--- config.mk ---
export PLATFORM = sky130hd
export DESIGN_NAME = mem_bus_arbiter
export DESIGN_NICKNAME = d
export VERILOG_FILES = /design/src/rtl/mem_bus_arbiter.sv
export SDC_FILE = /design/constraint.sdc
export NUM_CORES = 1
export LEC_CHECK = 0
export ABC_AREA = 1
export CAP_MARGIN = 20
export CORE_MARGIN = 5
export CORE_UTILIZATION = 40
export CTS_BUF_LIST = sky130_fd_sc_hd__clkbuf_16
export DETAILED_ROUTE_END_ITERATION = 16
export GPL_ROUTABILITY_DRIVEN = 0
export PLACE_DENSITY = 0.9
export SYNTH_ARGS = -nofsm -noshare
export SYNTH_HDL_FRONTEND = slang
export SYNTH_SLANG_ARGS = --single-unit
--- constraint.sdc ---
create_clock -name clk -period 1.92 [get_ports clk]
set_clock_uncertainty 0.15 [all_clocks]
set_input_delay 0.288 -clock clk [delete_from_list [all_inputs] [get_ports clk]]
set_output_delay 0.288 -clock clk [all_outputs]
set_load 0.1 [all_outputs]
--- src/rtl/mem_bus_arbiter.sv ---
// mem_bus_arbiter: shares the single memory port between the instruction-fetch
// (IF) and load/store (LS) requesters. It keeps one outstanding transaction and
// returns the response to its owner. A bounded LS-priority streak keeps IF from
// being starved, and a jump flush quietly drops an in-flight IF response.
module mem_bus_arbiter #(
    parameter int ADDR_W        = 32,
    parameter int DATA_W        = 32,
    parameter int LS_STREAK_MAX = 4
) (
    input  logic                clk,
    input  logic                rst,
    input  logic                if_req_valid,
    input  logic [ADDR_W-1:0]   if_req_addr,
    output logic                if_req_ready,
    input  logic                if_flush,
    output logic                if_resp_valid,
    output logic [DATA_W-1:0]   if_resp_data,
    input  logic                ls_req_valid,
    input  logic                ls_req_wen,
    input  logic [ADDR_W-1:0]   ls_req_addr,
    input  logic [DATA_W-1:0]   ls_req_wdata,
    input  logic [DATA_W/8-1:0] ls_req_wmask,
    output logic                ls_req_ready,
    output logic                ls_resp_valid,
    output logic [DATA_W-1:0]   ls_resp_data,
    output logic                mem_req_valid,
    output logic                mem_req_wen,
    output logic [ADDR_W-1:0]   mem_req_addr,
    output logic [DATA_W-1:0]   mem_req_wdata,
    output logic [DATA_W/8-1:0] mem_req_wmask,
    input  logic                mem_req_ready,
    input  logic                mem_resp_valid,
    input  logic [DATA_W-1:0]   mem_resp_data,
    output logic                busy
);

    localparam int MASK_W   = DATA_W / 8;
    localparam int STREAK_W = $clog2(LS_STREAK_MAX + 1);
    localparam logic [STREAK_W-1:0] STREAK_SAT = STREAK_W'(LS_STREAK_MAX);

    typedef enum logic [1:0] {
        ST_IDLE = 2'd0,
        ST_REQ  = 2'd1,
        ST_WAIT = 2'd2
    } state_t;

    state_t              state_q, state_d;
    logic                owner_ls_q, owner_ls_d;
    logic [STREAK_W-1:0] streak_q, streak_d;
    logic                drop_q, drop_d;
    logic                req_wen_q, req_wen_d;
    logic [ADDR_W-1:0]   req_addr_q, req_addr_d;
    logic [DATA_W-1:0]   req_wdata_q, req_wdata_d;
    logic [MASK_W-1:0]   req_wmask_q, req_wmask_d;
    logic                if_resp_valid_q, if_resp_valid_d;
    logic [DATA_W-1:0]   if_resp_data_q, if_resp_data_d;
    logic                ls_resp_valid_q, ls_resp_valid_d;
    logic [DATA_W-1:0]   ls_resp_data_q, ls_resp_data_d;

    logic if_elig;
    logic grant_if;
    logic grant_ls;
    logic resp_fire;

    // Arbitration: LS normally wins a contest, IF wins once the streak saturates.
    // Grants are gated by rst so the ready outputs read 0 throughout reset.
    always_comb begin
        if_elig   = if_req_valid & ~if_flush;
        grant_if  = 1'b0;
        grant_ls  = 1'b0;
        resp_fire = (state_q == ST_WAIT) & mem_resp_valid;
        if ((state_q == ST_IDLE) && !rst) begin
            grant_if = if_elig & (~ls_req_valid | (streak_q == STREAK_SAT));
            grant_ls = ls_req_valid & ~grant_if;
        end
    end

    // State register: the only place the FSM state is stored.
    always_ff @(posedge clk) begin
        if (rst) begin
            state_q <= ST_IDLE;
        end else begin
            state_q <= state_d;
        end
    end

    // Next state: accept, hand to memory, then wait for the single response.
    always_comb begin
        state_d = state_q;
        case (state_q)
            ST_IDLE: if (grant_if || grant_ls) state_d = ST_REQ;
            ST_REQ:  if (mem_req_ready)        state_d = ST_WAIT;
            ST_WAIT: if (mem_resp_valid)       state_d = ST_IDLE;
            default:                           state_d = ST_IDLE;
        endcase
    end

    // FSM outputs: readies only in IDLE, request valid only while presenting.
    always_comb begin
        if_req_ready  = grant_if;
        ls_req_ready  = grant_ls;
        mem_req_valid = (state_q == ST_REQ);
        busy          = (state_q != ST_IDLE);
    end

    // Request latch, streak counter, flush-drop flag and response capture.
    always_comb begin
        owner_ls_d      = owner_ls_q;
        req_wen_d       = req_wen_q;
        req_addr_d      = req_addr_q;
        req_wdata_d     = req_wdata_q;
        req_wmask_d     = req_wmask_q;
        streak_d        = streak_q;
        drop_d          = drop_q;
        if_resp_valid_d = 1'b0;
        if_resp_data_d  = if_resp_data_q;
        ls_resp_valid_d = 1'b0;
        ls_resp_data_d  = ls_resp_data_q;

        if (grant_if) begin
            owner_ls_d  = 1'b0;
            req_wen_d   = 1'b0;
            req_addr_d  = if_req_addr;
            req_wdata_d = '0;
            req_wmask_d = '0;
            streak_d    = '0;
        end else if (grant_ls) begin
            owner_ls_d  = 1'b1;
            req_wen_d   = ls_req_wen;
            req_addr_d  = ls_req_addr;
            req_wdata_d = ls_req_wdata;
            req_wmask_d = ls_req_wmask;
            if (if_elig && (streak_q != STREAK_SAT)) begin
                streak_d = streak_q + STREAK_W'(1);
            end
        end

        // A flush in the response cycle still counts, so it is checked directly.
        if (resp_fire) begin
            if (owner_ls_q) begin
                ls_resp_valid_d = 1'b1;
                ls_resp_data_d  = req_wen_q ? '0 : mem_resp_data;
            end else if (!drop_q && !if_flush) begin
                if_resp_valid_d = 1'b1;
                if_resp_data_d  = mem_resp_data;
            end
        end

        if (state_d == ST_IDLE) begin
            drop_d = 1'b0;
        end else if ((state_q != ST_IDLE) && !owner_ls_q && if_flush) begin
            drop_d = 1'b1;
        end
    end

    // Datapath and control registers; everything visible clears on reset.
    always_ff @(posedge clk) begin
        if (rst) begin
            owner_ls_q      <= 1'b0;
            streak_q        <= '0;
            drop_q          <= 1'b0;
            req_wen_q       <= 1'b0;
            req_addr_q      <= '0;
            req_wdata_q     <= '0;
            req_wmask_q     <= '0;
            if_resp_valid_q <= 1'b0;
            if_resp_data_q  <= '0;
            ls_resp_valid_q <= 1'b0;
            ls_resp_data_q  <= '0;
        end else begin
            owner_ls_q      <= owner_ls_d;
            streak_q        <= streak_d;
            drop_q          <= drop_d;
            req_wen_q       <= req_wen_d;
            req_addr_q      <= req_addr_d;
            req_wdata_q     <= req_wdata_d;
            req_wmask_q     <= req_wmask_d;
            if_resp_valid_q <= if_resp_valid_d;
            if_resp_data_q  <= if_resp_data_d;
            ls_resp_valid_q <= ls_resp_valid_d;
            ls_resp_data_q  <= ls_resp_data_d;
        end
    end

    assign mem_req_wen   = req_wen_q;
    assign mem_req_addr  = req_addr_q;
    assign mem_req_wdata = req_wdata_q;
    assign mem_req_wmask = req_wmask_q;
    assign if_resp_valid = if_resp_valid_q;
    assign if_resp_data  = if_resp_data_q;
    assign ls_resp_valid = ls_resp_valid_q;
    assign ls_resp_data  = ls_resp_data_q;

endmodule

Yosys cells after proc, flatten, opt, wreduce, memory -nomap -nowiden
Index checks and enable logic that the tools add are counted.

Bits in registers: 142. Output and inout port bits: 139.

Add/sub/neg operators: 1. Eq/ne operators: 4. Mux-type cells: 11. Bitwise logic cells: 10. Reductions and logical operators: 21.

Operators by type and width (count): $mux W32 (3); $mux W2 (3); $pmux W2 S3 (1); $reduce_or A2 Y1 (3); $logic_and A1 B1 Y1 (5); $not A1 Y1 (5); $and A1 B1 Y1 (4); $logic_not A1 Y1 (4); $logic_not A2 Y1 (2); $mux W1 (4); $reduce_and A2 Y1 (2); $reduce_bool A2 Y1 (2); $add A3 B1 Y3 const B (1); $eq A3 B3 Y1 const B (1); $ne A3 B3 Y1 const B (1); $reduce_and A3 Y1 (1); $reduce_or A3 Y1 (1); $eq A2 B1 Y1 const B (1); $eq A2 B2 Y1 const B (1); $logic_or A1 B1 Y1 (1); $or A1 B1 Y1 (1).

Depth between registers and ports, before layout
Gate-level depths: netlist of run 1.

Depth after elaboration: 11. Gate-level depth with buffers: 11.

Worst setup path before layout of run 1
Ideal clock, no wire load.

Kind: reg-to-reg. Start point: reg state_q[0]. End point: reg drop_q. Arrival: 2.143 ns. Slack: -0.439 ns. Stages on the path, launching flop included: 7. Buffers on the path: 0. Clock period less this slack: 2.359 ns. Cell sequence: dfxtp_1 -> inv_1 -> nor2_1 -> nand2_1 -> nand4_1 -> nand2_1 -> nor2_1.

Elaborated cells on any way between the ends: 16. Classes of those cells: eq/ne (2); mux (6); reduce/logical (8).

RTL lines: start, declared (RTL line 47) `state_t state_q, state_d;`; start signal, assigned (RTL line 83) `state_q <= state_d;`; $eq A2 B1 Y1; via mem_req_valid (RTL line 26) `output logic mem_req_valid,`; $pmux W2 S3 (RTL line 90) `case (state_q)`; $logic_not A2 Y1 (RTL line 149) `if (state_d == ST_IDLE) begin`; $reduce_or A2 Y1 (no source line); end signal, assigned (RTL line 173) `drop_q <= drop_d;`; end, declared (RTL line 50) `logic drop_q, drop_d;`.

The timed path passes the listed nets, and every way through them passes these cells. A chain may end at the register's enable or synchronous reset.

Worst setup path in the final report of run 1
Start point: reg streak_q[0]. End point: out if_req_ready.

Cells in the longest elaborated chain, start to end: 4.

Ends and longest elaborated chain: start, declared (RTL line 49) `logic [STREAK_W-1:0] streak_q, streak_d;`; start signal, assigned (RTL line 172) `streak_q <= streak_d;`; $eq A3 B3 Y1 (RTL line 73) `grant_if = if_elig & (~ls_req_valid | (streak_q == STREAK_SAT));`; $or A1 B1 Y1 (RTL line 73); $and A1 B1 Y1 (RTL line 73); $mux W1 (RTL line 72) `if ((state_q == ST_IDLE) && !rst) begin`; end, declared (RTL line 14) `output logic if_req_ready,`.

Every way passes these cells.

==> results of run 1 <==
-- layout make-up --
cell class,instances,area (um^2)
fillers,977,3570
clock buffers,17,425
clock inverters,15,145
inverters,54,210
repair buffers,312,4050
flip-flops and latches,142,2850
multi-input cells,541,2360
well taps,180,225
-- synth_stat cells --
master    instances
nor2_1          239
buf_6             5
o21ai_0          62
nand3_4           1
nand3_1          72
dfxtp_1         142
a21oi_1           4
buf_1             3
buf_4             5
nand2_2           3
inv_1            50
inv_2             3
a31oi_1           1
buf_2            18
nand2_1         110
ha_1              2
nor2_4            1
o21ai_1          40
inv_4             1
clkbuf_1         19
nand4_1           1
o21ai_2           1
nor2_2            4
-- routing by layer --
layer / part of all wire [%] / vias up
met3: 12 / 45
met5: 0 / -
met1: 34 / 2835
met4: 3.1 / 0
met2: 51 / 243
li1: - / 3035
-- placed cells by master (no fill, tap or decap), types with 4 or more instances in the layout --
cell	netlist	final
nand2_4	0	4
buf_12	0	107
o21ai_1	40	40
a21oi_1	4	4
clkdlybuf4s50_1	0	139
nand2_1	110	108
nand3_1	72	72
o21ai_0	62	62
dfxtp_1	142	140
inv_2	3	4
nor2_1	239	238
buf_4	5	65
clkbuf_16	0	17
nor2_2	4	5
inv_1	50	49
-- through the flow --
stage	hold slack [ns]	worst slack (ns)	util, %
3_5_place_dp	0.321	-0.0894	69.2
2_1_floorplan	0.273	0.00669	-
3_3_place_gp	0.314	0.0172	69.2
6_report	0.325	-0.0653	74.2
4_1_cts	0.312	-0.107	73.9
5_1_grt	0.315	-0.137	74.2
-- timing repair --
| action | 4_1_cts | 5_1_grt |
|---|---|---|
| resized for setup | 12 | 4 |
| setup endpoints to repair | 2 | 11 |
| setup buffers | 7 | 3 |
| pin swaps | 5 | 3 |
-- worst min-delay path: stages --
cell and delay (ns):
clkdlybuf4s50_1 0.39, o21ai_1 0.12, nor2_1 0.04
-- registers in the layout, indices dropped and copies added, names as in the netlist --
signal	flops
mem_req_wen	1
owner_ls_q	1
ls_resp_data	32
mem_req_wmask	4
state_q	2
if_resp_data	32
mem_req_wdata	32
streak_q	3
if_resp_valid	1
mem_req_addr	32
drop_q	1
ls_resp_valid	1
-- cell families after synthesis --
group           Yosys count  share of synthesized area (%)
simple gates            431                           31.0
flops                   142                           50.5
compound gates          108                           9.68
buf+inv                 104                           8.37
fa+ha+maj                 2                          0.444
-- final timing paths --
path | from | to | cells past startpoint
max | streak_q[0] | if_req_ready | 8
min | ls_req_wdata[23] | mem_req_wdata[23] | 3
max reg2reg | streak_q[0] | mem_req_addr[6] | 13
min reg2reg | mem_req_wdata[30] | mem_req_wdata[30] | 2
-- power by group through the flow --
stage               Clock [uW]  Sequential, uW  Combinational (uW)
floorplan                    0            3920                 425
global placement             0            3200                1890
detailed placement           0            3210                1920
CTS                       3230            3140                1940
global route              3390            3160                2030
finish                    3180            3140                1940
==> results.cfg, run 1 <==
[outcome]
run_status = finished, violations left
violations = negative setup slack

[timing]
setup_violations = 2
fin_crit_sh_pct = 103
slew_headroom_pct = 75.1
worstMarginPinSlew_ns = 0.374
fin_ws_ns = -0.0653
fin_setup_tns_ns = -0.0716
rsz0062_at_grt = true
period_needed_ns = 1.99
drv_slew = 0
fmax_ghz = 0.504
hold_viol = 0

[synthesis]
synth_largest_area_cell = dfxtp_1
syn_avg_cell_area_um2 = 7.16
synth_cell_types = 23
ys_warn_count = 0
yosysSeqAreaShare_pct = 50.5
syn-instance-count = 787
synth_top_area_share_pct = 50.5
synthTopCellsByArea = dfxtp_1, nor2_1, nand2_1, nand3_1, o21ai_0
syn_nets = 929
synth_seq_cells = 142
synth_area_mm2 = 0.00563

[clock_tree]
cts.sinks = 142
clockRootBuffer = clkbuf_16
clkTransAtPathRegs_ns = 0.06
cts_tree = yes
cts_buffers = 17
cts_max_path_buffers = 2
clock_latency_ns = 0.41
postCtsHoldBufs = 0
htree_levels = 4

[floorplanning]
core_mm2 = 0.0138
rows = 43
die_h_um = 129
start_util_pct = 40.7
dieArea_mm2 = 0.0166
num_io_pins = 279
die_w_um = 129

[route]
routed_via_density = 4.88
wl_um = 19800
antenna_left = 0
wl_per_cell_um = 15.7
via_count = 6158
drt_first_pass_iters = 5
drc = 0
drtIter0Drc = 283

[pwr]
power_switching_uw = 2590
clock_power_share_pct = 38.5
combPwrFrac_pct = 23.4
p_int_uw = 5670
seq_power_share_pct = 38.0
power_uw = 8260
leakage_uw = 0.00445
swShare_pct = 31.4
vdd_drop_max_uv = 586
power_density_mw_per_mm2 = 805

[setup_path]
critical_path_arrival_ns = 1.55
cp_cell_sequence = inv_2, ha_4, nand2_4, nand2_4, nand2_4, nor2_4, buf_12, buf_16
crit_slowest_cell = dfxtp_2
crit_path_max_fanout = 4
endpoint_kind = output port
cp.buffers_inverters = 3
cpMostUsedCell = nand2_4
start_kind = register
max_stage_delay_ns = 0.32
critPathKind = reg2out
cp.required_ns = 1.48
critPathTopFamily = buffers and inverters
r2r_slack_ns = 0.10

[placement]
place_hpwl_um = 14600
place_area_mm2 = 0.00956
numPlacedInstances = 1219
io_buffers = 278

[final_layout]
area_growth_pct = 82.1
fin_area_mm2 = 0.0103
layout-drive-gt1-share_pct = 20.7
nNetsFinal = 1210
final_cell_count_no_fill = 1261
diodes = 0

[grt]
grt_util_met1_pct = 22.6
grt_max_degree = 68
grtUsageTotal_pct = 23.2
grt_pass1_vias = 6104
grt_antenna_before_repair = 0
grt_pass1_wl_um = 30300
grt_use_met3_pct = 11.5
met2_usage_pct = 41.5
overflow = 0
busiest_layer = met2

[worst_hold_path]
hp-class = in2reg

[flow_run]
drv_cap = 0
Power figures use the tool's default switching activity.
==> run 2, diff against run 1 <==
REMOVE_ABC_BUFFERS = 1   (was default)
==> run 2 against run 1 <==
Highest routed layer unchanged. Clock power increased by 9.1%. Count of clock-buffer cells in the layout did not move. Sequential share of layout area is 0.68 points lower. Sequential power barely moved. Total power up 4.9%. Combinational power is 5% higher. First-iteration DRC count grew 7.4%. The run still ends with negative setup slack left.
==> results.cfg, run 2 (synthesis gave the netlist of run 1 again) <==
[outcome]
run_status = finished, violations left
violations = negative setup slack

[floorplanning]
rows = 43
die_w_um = 129
dieArea_mm2 = 0.0166
core_mm2 = 0.0138
start_util_pct = 40.7
num_io_pins = 279
die_h_um = 129

[pwr]
leakage_uw = 0.00454
p_int_uw = 6030
clock_power_share_pct = 40.0
combPwrFrac_pct = 23.5
swShare_pct = 30.5
power_density_mw_per_mm2 = 825
seq_power_share_pct = 36.5
power_uw = 8670
vdd_drop_max_uv = 947
power_switching_uw = 2650

[final_layout]
layout.cells.most_common = nor2_1
fin_area_mm2 = 0.0105
nNetsFinal = 1216
final_cell_mix = nor2_1, dfxtp_1, clkdlybuf4s50_1
layout-drive-gt1-share_pct = 21.3
area_growth_pct = 86.7
diodes = 0

[timing]
rsz0062_at_grt = true
drv_slew = 0
final.hold.worst_slack_ns = 0.326
setup_violations = 2
period_needed_ns = 1.94
fmax_ghz = 0.515
slew_headroom_pct = 75.5
fin_crit_sh_pct = 101
fin_ws_ns = -0.0218
hold_viol = 0
worstMarginPinSlew_ns = 0.367

[grt]
grtUsageTotal_pct = 23.8
grt_pass1_wl_um = 31400
grt_antenna_before_repair = 0
grt_max_degree = 65
overflow = 0
grt_pass1_vias = 6400

[worst_hold_path]
hp-class = in2reg

[route]
drtIter0Drc = 304
via_count = 6286
drc = 0
antenna_left = 0
wl_per_cell_um = 16.2
routed_via_density = 4.96
wl_um = 20500
drt_first_pass_iters = 5

[setup_path]
crit_slowest_cell = dfxtp_2
critPathKind = reg2out
start_kind = register
max_stage_delay_ns = 0.32
cpMostUsedCell = nand2_4
crit_path_max_fanout = 4
endpoint_kind = output port
r2r_slack_ns = 0.09
critical_path_arrival_ns = 1.50
cp.required_ns = 1.48
cp_cell_sequence = inv_2, ha_4, nand2_4, nand2_4, nand2_4, nor2_4, buf_12

[clock_tree]
cts.sinks = 142
cts_max_path_buffers = 2
htree_levels = 4
clock_latency_ns = 0.41
clkTransAtPathRegs_ns = 0.06
cts_buffers = 17
clockRootBuffer = clkbuf_16
cts_tree = yes

[placement]
place_area_mm2 = 0.00977
place_hpwl_um = 14900
io_buffers = 278

[flow_run]
drv_cap = 0
==> run 2: cell types whose count changed in the layout (fill, tap and decap cells not counted), sizes merged <==
cell,before,now
buf,173,179
bufinv,2,4
clkinv,8,7
inv,57,56
==> run 2: layout make-up <==
class / instances / area (um^2)
tap: 180 / 225
clock buffer: 17 / 425
sequential: 142 / 2850
multi-input combinational: 541 / 2360
clock inverter: 15 / 194
timing repair buffer: 318 / 4260
fill: 881 / 3310
inverter: 54 / 208
==> run 2: final timing paths <==
path,from,to,cells after the start
worst max register to register,streak_q[0],mem_req_wdata[17],11
worst max-delay path,streak_q[0],if_req_ready,7
worst min-delay path,mem_resp_data[20],ls_resp_data[20],3
worst min register to register,drop_q,drop_q,2
==> run 2: what timing repair did <==
action                                 4_1_cts  5_1_grt
buffers inserted                             9        2
resized for setup                           11        6
gates cloned                                 0        0
endpoints found under the hold margin        0        0
hold buffers                                 0        0
setup endpoints to repair                    2       11
pin swaps                                    6        4
==> run 2: layer usage <==
metal | wire, um | GRT usage [%] | part of all wire, %
met5 | 0 | 0 | 0
met4 | 698 | 10.6 | 3.4
met3 | 1820 | 8.51 | 8.9
met2 | 10700 | 44.9 | 52
met1 | 7300 | 23.2 | 36
==> run 2: critical path, delay by kind of cell (launching register included) <==
family / cells / cell delay, ns
simple gates: 4 / 0.36
flops: 1 / 0.32
buf+inv: 2 / 0.26
fa+ha+maj: 1 / 0.14
==> run 2: power by group through the flow <==
stage | combinational, uW | clock (uW) | sequential (uW)
2_1_floorplan | 372 | 0 | 3920
3_3_place_gp | 1980 | 0 | 3220
3_5_place_dp | 2000 | 0 | 3230
4_1_cts | 2030 | 3520 | 3170
5_1_grt | 2130 | 3660 | 3180
6_report | 2030 | 3470 | 3170
==> run 2: metrics by stage <==
stage,worst slack [ns],TNS (ns),util (%),cells
after floorplan,-0.835,-55.07,-,737
after global routing,-0.0785,-0.147,76.1,1267
after CTS,-0.0318,-0.0591,75.9,1265
after global placement,-0.0229,-0.231,70.7,1224
final,-0.0218,-0.0332,76.1,1267
after detailed placement,-0.165,-3.83,70.7,1224
==> run 3, diff against run 2 <==
SLEW_MARGIN = 20   (was default)
==> results of run 3 <==
The final DEF is identical to that of run 2; final timing and power are the same.
